--- src/rtl/aes_round_ctrl_if.sv ---
// Bundle between the AES round sequencer and its host, round core, S-box unit and key store.
interface aes_round_ctrl_if;
  localparam int unsigned BLK_W = 128;
  localparam int unsigned RND_W = 4;

  logic             start;
  logic [BLK_W-1:0] din;
  logic             busy;
  logic             done;
  logic [BLK_W-1:0] dout;
  logic             err;
  logic [BLK_W-1:0] core_din;
  logic [1:0]       core_sel;
  logic [BLK_W-1:0] core_dout;
  logic             sb_req;
  logic [BLK_W-1:0] sb_din;
  logic             sb_ack;
  logic [BLK_W-1:0] sb_dout;
  logic             rk_req;
  logic [RND_W-1:0] rk_idx;
  logic             rk_valid;
  logic [BLK_W-1:0] rk;

  modport master (
    input  start, din, core_dout, sb_ack, sb_dout, rk_valid, rk,
    output busy, done, dout, err, core_din, core_sel, sb_req, sb_din, rk_req, rk_idx
  );

  modport slave (
    output start, din, core_dout, sb_ack, sb_dout, rk_valid, rk,
    input  busy, done, dout, err, core_din, core_sel, sb_req, sb_din, rk_req, rk_idx
  );
endinterface

--- src/rtl/aes_round_ctrl.sv ---
// Iterative AES round sequencer: state register, round counter and SubBytes/round-key handshakes.
// Optional handshake timeout with err pulse when AES_RCTRL_TIMEOUT_EN is defined.
module aes_round_ctrl #(
  parameter int unsigned NR  = 10,
  parameter int unsigned TMO = 255
) (
  input  logic             clk,
  input  logic             rst_n,
  aes_round_ctrl_if.master bus
);
  localparam int unsigned BLK_W = 128;
  localparam int unsigned RND_W = 4;
  localparam logic [RND_W-1:0] LAST_RND = RND_W'(NR);
  localparam logic [1:0] SEL_INIT  = 2'b00;
  localparam logic [1:0] SEL_MID   = 2'b01;
  localparam logic [1:0] SEL_FINAL = 2'b10;

  if (NR < 1 || NR > 15 || TMO < 1) begin : g_param_chk
    $error("aes_round_ctrl: NR must be 1..15 and TMO must be nonzero");
  end

  typedef enum logic [1:0] {
    ST_IDLE = 2'd0,
    ST_SUB  = 2'd1,
    ST_KEY  = 2'd2,
    ST_DONE = 2'd3
  } state_e;

  state_e           state_q, state_d;
  logic [BLK_W-1:0] st_q, st_d;
  logic [RND_W-1:0] rnd_q, rnd_d;
  logic             tmo_c;

  // State, block and round registers
  always_ff @(posedge clk or negedge rst_n) begin
    if (!rst_n) begin
      state_q <= ST_IDLE;
      st_q    <= '0;
      rnd_q   <= '0;
    end else begin
      state_q <= state_d;
      st_q    <= st_d;
      rnd_q   <= rnd_d;
    end
  end

  // Next state; a timeout abandons the block but leaves st untouched
  always_comb begin
    state_d = state_q;
    st_d    = st_q;
    rnd_d   = rnd_q;
    case (state_q)
      ST_IDLE: begin
        if (bus.start) begin
          st_d    = bus.din;
          rnd_d   = '0;
          state_d = ST_KEY;
        end
      end
      ST_SUB: begin
        if (tmo_c) begin
          state_d = ST_IDLE;
        end else if (bus.sb_ack) begin
          st_d    = bus.sb_dout;
          state_d = ST_KEY;
        end
      end
      ST_KEY: begin
        if (tmo_c) begin
          state_d = ST_IDLE;
        end else if (bus.rk_valid) begin
          st_d = bus.core_dout ^ bus.rk;
          if (rnd_q == LAST_RND) begin
            state_d = ST_DONE;
          end else begin
            rnd_d   = rnd_q + RND_W'(1);
            state_d = ST_SUB;
          end
        end
      end
      ST_DONE: state_d = ST_IDLE;
      default: state_d = ST_IDLE;
    endcase
  end

  // Moore decode of state/round registers; err is the only same-cycle term
  always_comb begin
    bus.busy   = 1'b0;
    bus.done   = 1'b0;
    bus.sb_req = 1'b0;
    bus.rk_req = 1'b0;
    case (state_q)
      ST_SUB:  bus.sb_req = 1'b1;
      ST_KEY:  bus.rk_req = 1'b1;
      ST_DONE: bus.done   = 1'b1;
      default: ;
    endcase
    bus.busy     = (state_q != ST_IDLE);
    bus.err      = tmo_c;
    bus.rk_idx   = rnd_q;
    bus.dout     = st_q;
    bus.core_din = st_q;
    bus.sb_din   = st_q;
    if (rnd_q == '0) begin
      bus.core_sel = SEL_INIT;
    end else if (rnd_q == LAST_RND) begin
      bus.core_sel = SEL_FINAL;
    end else begin
      bus.core_sel = SEL_MID;
    end
  end

`ifdef AES_RCTRL_TIMEOUT_EN
  localparam int unsigned CNT_W = ($clog2(TMO + 1) > 8) ? $clog2(TMO + 1) : 8;

  logic [CNT_W-1:0] wcnt_q, wcnt_d;
  logic             waiting_c;

  always_comb begin
    waiting_c = ((state_q == ST_SUB) && !bus.sb_ack) ||
                ((state_q == ST_KEY) && !bus.rk_valid);
    tmo_c     = waiting_c && (wcnt_q == CNT_W'(TMO));
  end

  // Wait counter restarts on every state change so each request gets a full budget
  always_comb begin
    wcnt_d = wcnt_q;
    if (state_d != state_q) begin
      wcnt_d = '0;
    end else if (waiting_c) begin
      wcnt_d = wcnt_q + CNT_W'(1);
    end
  end

  always_ff @(posedge clk or negedge rst_n) begin
    if (!rst_n) begin
      wcnt_q <= '0;
    end else begin
      wcnt_q <= wcnt_d;
    end
  end
`else
  assign tmo_c = 1'b0;
`endif

endmodule

--- src/flat_wrapper.sv ---
// flat-port wrapper written by rule: the top's interface ports become plain ports
module aes_round_ctrl_flat 
#(
  parameter int unsigned NR  = 10,
  parameter int unsigned TMO = 255
)
  (clk, rst_n, bus_start, bus_din, bus_core_dout, bus_sb_ack, bus_sb_dout, bus_rk_valid, bus_rk, bus_busy, bus_done, bus_dout, bus_err, bus_core_din, bus_core_sel, bus_sb_req, bus_sb_din, bus_rk_req, bus_rk_idx);
  aes_round_ctrl_if bus_i ();
  input  logic clk;
  input  logic rst_n;
  input wire logic [$bits(bus_i.start)-1:0] bus_start;
  input wire logic [$bits(bus_i.din)-1:0] bus_din;
  input wire logic [$bits(bus_i.core_dout)-1:0] bus_core_dout;
  input wire logic [$bits(bus_i.sb_ack)-1:0] bus_sb_ack;
  input wire logic [$bits(bus_i.sb_dout)-1:0] bus_sb_dout;
  input wire logic [$bits(bus_i.rk_valid)-1:0] bus_rk_valid;
  input wire logic [$bits(bus_i.rk)-1:0] bus_rk;
  output wire logic [$bits(bus_i.busy)-1:0] bus_busy;
  output wire logic [$bits(bus_i.done)-1:0] bus_done;
  output wire logic [$bits(bus_i.dout)-1:0] bus_dout;
  output wire logic [$bits(bus_i.err)-1:0] bus_err;
  output wire logic [$bits(bus_i.core_din)-1:0] bus_core_din;
  output wire logic [$bits(bus_i.core_sel)-1:0] bus_core_sel;
  output wire logic [$bits(bus_i.sb_req)-1:0] bus_sb_req;
  output wire logic [$bits(bus_i.sb_din)-1:0] bus_sb_din;
  output wire logic [$bits(bus_i.rk_req)-1:0] bus_rk_req;
  output wire logic [$bits(bus_i.rk_idx)-1:0] bus_rk_idx;
  assign bus_i.start = bus_start;
  assign bus_i.din = bus_din;
  assign bus_i.core_dout = bus_core_dout;
  assign bus_i.sb_ack = bus_sb_ack;
  assign bus_i.sb_dout = bus_sb_dout;
  assign bus_i.rk_valid = bus_rk_valid;
  assign bus_i.rk = bus_rk;
  assign bus_busy = bus_i.busy;
  assign bus_done = bus_i.done;
  assign bus_dout = bus_i.dout;
  assign bus_err = bus_i.err;
  assign bus_core_din = bus_i.core_din;
  assign bus_core_sel = bus_i.core_sel;
  assign bus_sb_req = bus_i.sb_req;
  assign bus_sb_din = bus_i.sb_din;
  assign bus_rk_req = bus_i.rk_req;
  assign bus_rk_idx = bus_i.rk_idx;
  aes_round_ctrl #(.NR(NR), .TMO(TMO)) u_core (.clk(clk), .rst_n(rst_n), .bus(bus_i));
endmodule
--- config.mk ---
export PLATFORM = sky130hd
export DESIGN_NAME = aes_round_ctrl_flat
export DESIGN_NICKNAME = d
export VERILOG_FILES = /design/src/rtl/aes_round_ctrl_if.sv /design/src/rtl/aes_round_ctrl.sv /design/src/flat_wrapper.sv
export SDC_FILE = /design/constraint.sdc
export NUM_CORES = 1
export LEC_CHECK = 0
export ABC_AREA = 1
export BUFFER_PORTS_ARGS = -buffer_cell sky130_fd_sc_hd__buf_2
export CAP_MARGIN = 20
export CORE_AREA = 2 2 351 353
export CTS_BUF_LIST = sky130_fd_sc_hd__clkbuf_16
export DETAILED_ROUTE_END_ITERATION = 16
export DIE_AREA = 0 0 353 355
export PLACE_DENSITY = 0.3
export SYNTH_ARGS = -nofsm -noshare
export SYNTH_HDL_FRONTEND = slang
export SYNTH_SLANG_ARGS = --single-unit
--- constraint.sdc ---
create_clock -name clk -period 3.4 [get_ports clk]
set_clock_uncertainty 0.15 [all_clocks]
set_input_delay 0.51 -clock clk [delete_from_list [all_inputs] [get_ports clk]]
set_output_delay 0.51 -clock clk [all_outputs]
set_load 0.02 [all_outputs]
# Word-level counts from Yosys, hierarchy flattened
# Cells that the tools add are included.
# op_classes
n_eq_ne	8
reduce_logical	8
add_sub_neg	1
n_bitwise	1
mux	18
# ops
op	count
2-to-1 mux 128 bit	3
case mux 128 bit (3 select lines)	1
XOR 128 bit	1
2-to-1 mux 2 bit	6
2-to-1 mux 4 bit	3
inequality test 2 bit, second input constant	4
case mux 2 bit (4 select lines)	1
case mux 4 bit (2 select lines)	1
AND reduction 4 bit	2
adder 4 x 1 -> 4 bit, second input constant	1
equality test 2 bit, second input constant	2
equality test 4 bit, second input constant	1
logical NOT 4 bit	1
nonzero test 2 bit	2
2-to-1 mux 1 bit	3
AND reduction 3 bit	1
nonzero test 3 bit	1
equality test 2 x 1 -> 1 bit, second input constant	1
logical NOT 2 bit	1
# word_totals
inputBits	517
output_inout_bits	395
elab_cells	39
ff_bits	134

# Longest topological paths before layout
# depth
word_depth	4
depth_mapped	10
ltp_nobuf	9

# Least setup slack after synthesis
# No wires, ideal clock.
# synth_timing
path_kind	register to register
startpoint	reg u_core.state_q[0]
endpoint	reg u_core.st_q[0], in the netlist u_core.bus.core_din[0]
stages_incl_launch_ff	10
path_slack_ns	1.522
synth_period_minus_slack_ns	1.878
t_arrival_ns	1.608
path_buffers	3
path_cell_list	dfrtp_1 inv_1 ha_1 buf_4 nand2_2 nand2_2 buf_4 clkbuf_1 o21ai_0 nand2_1
# synth_via
elab_chain_cells	3
elab_cells_between_ends	9
cone_classes	eq/ne (5); mux (1); reduce/logical (3)
# synth_lines
item	line_no	source
start: declaration	aes_round_ctrl.sv:29	state_e state_q, state_d;
start signal: assignment	aes_round_ctrl.sv:41	state_q <= state_d;
equality test 2 bit, or another cell as far along	aes_round_ctrl.sv:52	case (state_q)
inequality test 2 bit (no source line) / nonzero test 3 bit (equally long branches)	-	
AND reduction 4 bit (no source line)	-	
end signal: assignment	aes_round_ctrl.sv:42	st_q <= st_d;
end: declaration	aes_round_ctrl.sv:30	logic [BLK_W-1:0] st_q, st_d;
# Parallel ways exist; a longest one is shown, timed or not.
# A chain may end at the register's enable or synchronous reset.

# Worst setup path after layout
# layout_timing
startpoint	reg u_core.rnd_q[0], in the netlist u_core.bus.rk_idx[0]
endpoint	out bus_core_sel[0]
# layout_via
elab_chain_cells	3
elab_cells_between_ends	4
cone_classes	eq/ne (1); mux (2); reduce/logical (1)
# layout_lines
item	line_no	source
start: declaration	aes_round_ctrl.sv:31	logic [RND_W-1:0] rnd_q, rnd_d;
start signal: assignment	aes_round_ctrl.sv:43	rnd_q <= rnd_d;
equality test 4 bit	aes_round_ctrl.sv:106	end else if (rnd_q == LAST_RND) begin
2-to-1 mux 2 bit	aes_round_ctrl.sv:106	
2-to-1 mux 2 bit *	aes_round_ctrl.sv:104	if (rnd_q == '0) begin
end: declaration	flat_wrapper.sv:23	output wire logic [$bits(bus_i.core_sel)-1:0] bus_core_sel;
# Every way passes the cells marked *; elsewhere a longest branch is shown, timed or not.

==> reports/results.txt <==
DR vias: 14.1k
FF-to-FF Start: u_core.state_q[0]
Hold crit path type: input pin to register
Crit-path max FO: 6
Height of the chip: 355 µm
HPWL after DPL: 61400 µm
First-pass GRT wire length: 103000 µm
Synth Register Bits: 134
Placer Congestion: 0.818
Reg2Reg Depth: 8
Post-synth top area share: 27.0%
Sequential-to-total area share from yosys stat: 27.0%
Die Wd: 353 µm
Area share of fa/ha/maj cells after synthesis: 0.908%
RSZ-0062 raised after global routing: false
I/O pin count: 912
Largest net degree at the start of global routing: 129
Clk pin slew, worst setup/hold paths: 0.08 ns
Reg-to-Reg End: u_core.bus.core_din[15]
Total track usage: 11.7%
Outcome: completed
DRC: 0
Largest cells by area after synthesis: dfrtp_1 27%, buf_4 16%, nand2_1 16%, nand3_1 11%, inv_1 8.4%
Worst path required time: 2.74 ns
Compound-Gate Fraction of Synth Area: 10.4%
Syn Area/Cell: 6.29 µm²
Commonest non-fill, non-tap cells in the layout: 909 x buf_2, 538 x nand2_1, 276 x inv_1, 261 x nand3_1, 134 x dfrtp_1
Largest family of logic cells by synthesized area: simple AND/OR/NAND/NOR gates
Post-Synthesis Cells: 1972
Drt pass-1 iters: 7
PnR Total Power: 19.5 mW
Vias in the first global route: 13.6k
Layout cells sized above 1: 42.6%
Fin. Hold Viols: 0
Synth warn: 0
Rows: 128
Tightest Pin Transition: 0.728 ns
Minimum clock period: 2.55 ns
HP Start: bus_din[57]
Initial DRC Count: 711
Hold slack: 0.173 ns
CP Capture Type: primary output
Most common cell after layout, fill and taps aside: buf_2
Setup Buffers After CTS: 0
CTS tree: yes
Area growth, synth to finish: 41.5%
Post-synthesis mux area share: 0%
Final period utilization: 75.1%
Hold Path End: u_core.bus.core_din[57]
Initial antenna violation count: 36
FF+latch area: 0.00335 mm²
WL/cell: 18.1 µm
WS Path Type: register to primary output
Total grt overflow: 0
Die area: 0.125 mm²
Clock insertion delay at the later pin of the skew report: 0.49 ns
Peak VDD IR: 0.00123 V
Leakage Power: 10.1 nW
Slew HR: 51.5%
Root buf cell: clkbuf_16
FF-to-FF setup slack: 0.85 ns
Final Net Count: 3097
Post-synthesis xor/xnor area fraction: 0%
Max Slew Vio Count: 0
Multi-input logic area: 0.00565 mm²
Sink Count: 134
Routed Wire Length: 76100 µm
Total negative slack: 0 ns
Setup-failing EPs final: 0
# hold bufs at CTS: 1
Vias per cell: 3.35
Fill cell total of the finished layout: 14.3k
IO buf count: 910
F_max: 0.391 GHz
Hold Path Depth: 4
Syn_nets: 2498
Synth Area in Simple Gates: 33.8%
CTS H-tree lvls: 4
Power density over the cells: 1110 mW/mm²
Yosys top cell by area: dfrtp_1
WP data arrival: 1.89 ns
Mapped Area: 0.0124 mm²
Core area: 0.121 mm²
Max cap viols: 0
Post-DRT Antenna Nets: 0
Setup crit start kind: register
Clock buffer depth: 2
Count of different cell masters after synthesis: 20
TritonCTS Buffers: 17
Starting Density: 10.2%
Post_cts resized: 0
## power by group
group          internal, mW  total [mW]  switching [mW]
clock                  1.07        1.98           0.917
combinational          4.40        13.8            9.38
sequential             2.47        3.78            1.31
## cells in the mapped netlist (all sizes together)
library cell  number
nand2            542
buf              308
inv              276
nand3            261
dfrtp            134
o21ai            130
a21oi            128
or2              128
clkbuf            48
ha                 9
nand4              5
nor2               2
conb               1
## cell families after synthesis
family,count (synthesis)
flip-flops,134
AND/OR/NAND/NOR,938
other,1
adder cells (fa/ha/maj),9
AO/OA/AOI/OAI,258
buffers and inverters,632
## sequential cells by signal, indices dropped and copies added, names as in the netlist
signal               cells
u_core.bus.core_din    128
u_core.state_q           2
u_core.bus.rk_idx        4
## stage by stage
step	util, %	std cells	area (µm²)	worst slack (ns)
4_1_cts	14.4	4209	17500	0.774
5_1_grt	14.5	4213	17500	0.706
6_report	14.5	4215	17600	0.845
2_1_floorplan	-	1972	12400	1.52
3_5_place_dp	14.0	4176	17000	0.890
3_3_place_gp	14.0	4176	17000	0.922
## worst max-delay path: stages, from the launching register on
cell and delay [ns]:
dfrtp_1 0.45, inv_1 0.14, ha_1 0.18, nand3_1 0.26
nand2_1 0.17, inv_1 0.05, buf_2 0.16
## per-layer routing
metal / vias up / part of all wire, % / global-route usage, % / wire length, µm
met3: 93 / 6.7 / 3.54 / 5090
met5: - / 0.11 / 0 / 84
li1: 7055 / - / - / -
met1: 6420 / 42 / 14.0 / 31800
met2: 531 / 49 / 20.0 / 37300
met4: 14 / 2.3 / 3.59 / 1750
## how the worst max path moves through the flow
stage,startpoint,to,slack [ns],cells past startpoint
6_report,u_core.bus.rk_idx[0],bus_core_sel[0],0.85,6
4_1_cts,u_core.state_q[0],bus_rk_req,0.77,3
3_3_place_gp,u_core.state_q[0],u_core.bus.core_din[8],0.92,8
2_1_floorplan,u_core.state_q[0],u_core.bus.core_din[0],1.52,9
5_1_grt,u_core.state_q[0],u_core.bus.core_din[37],0.71,8
3_5_place_dp,u_core.state_q[0],u_core.bus.core_din[12],0.89,8
## area by class of cell
type | instances | share of cell area [%]
Inverter | 276 | 5.93
Antenna cell | 6 | 0.0855
Tap cell | 1625 | 11.6
Clock buffer | 17 | 2.42
Multi-Input combinational cell | 1206 | 32.2
Timing Repair Buffer | 936 | 27.9
Clock inverter | 15 | 0.784
Sequential cell | 134 | 19.1
Power figures use the tool's default switching activity.
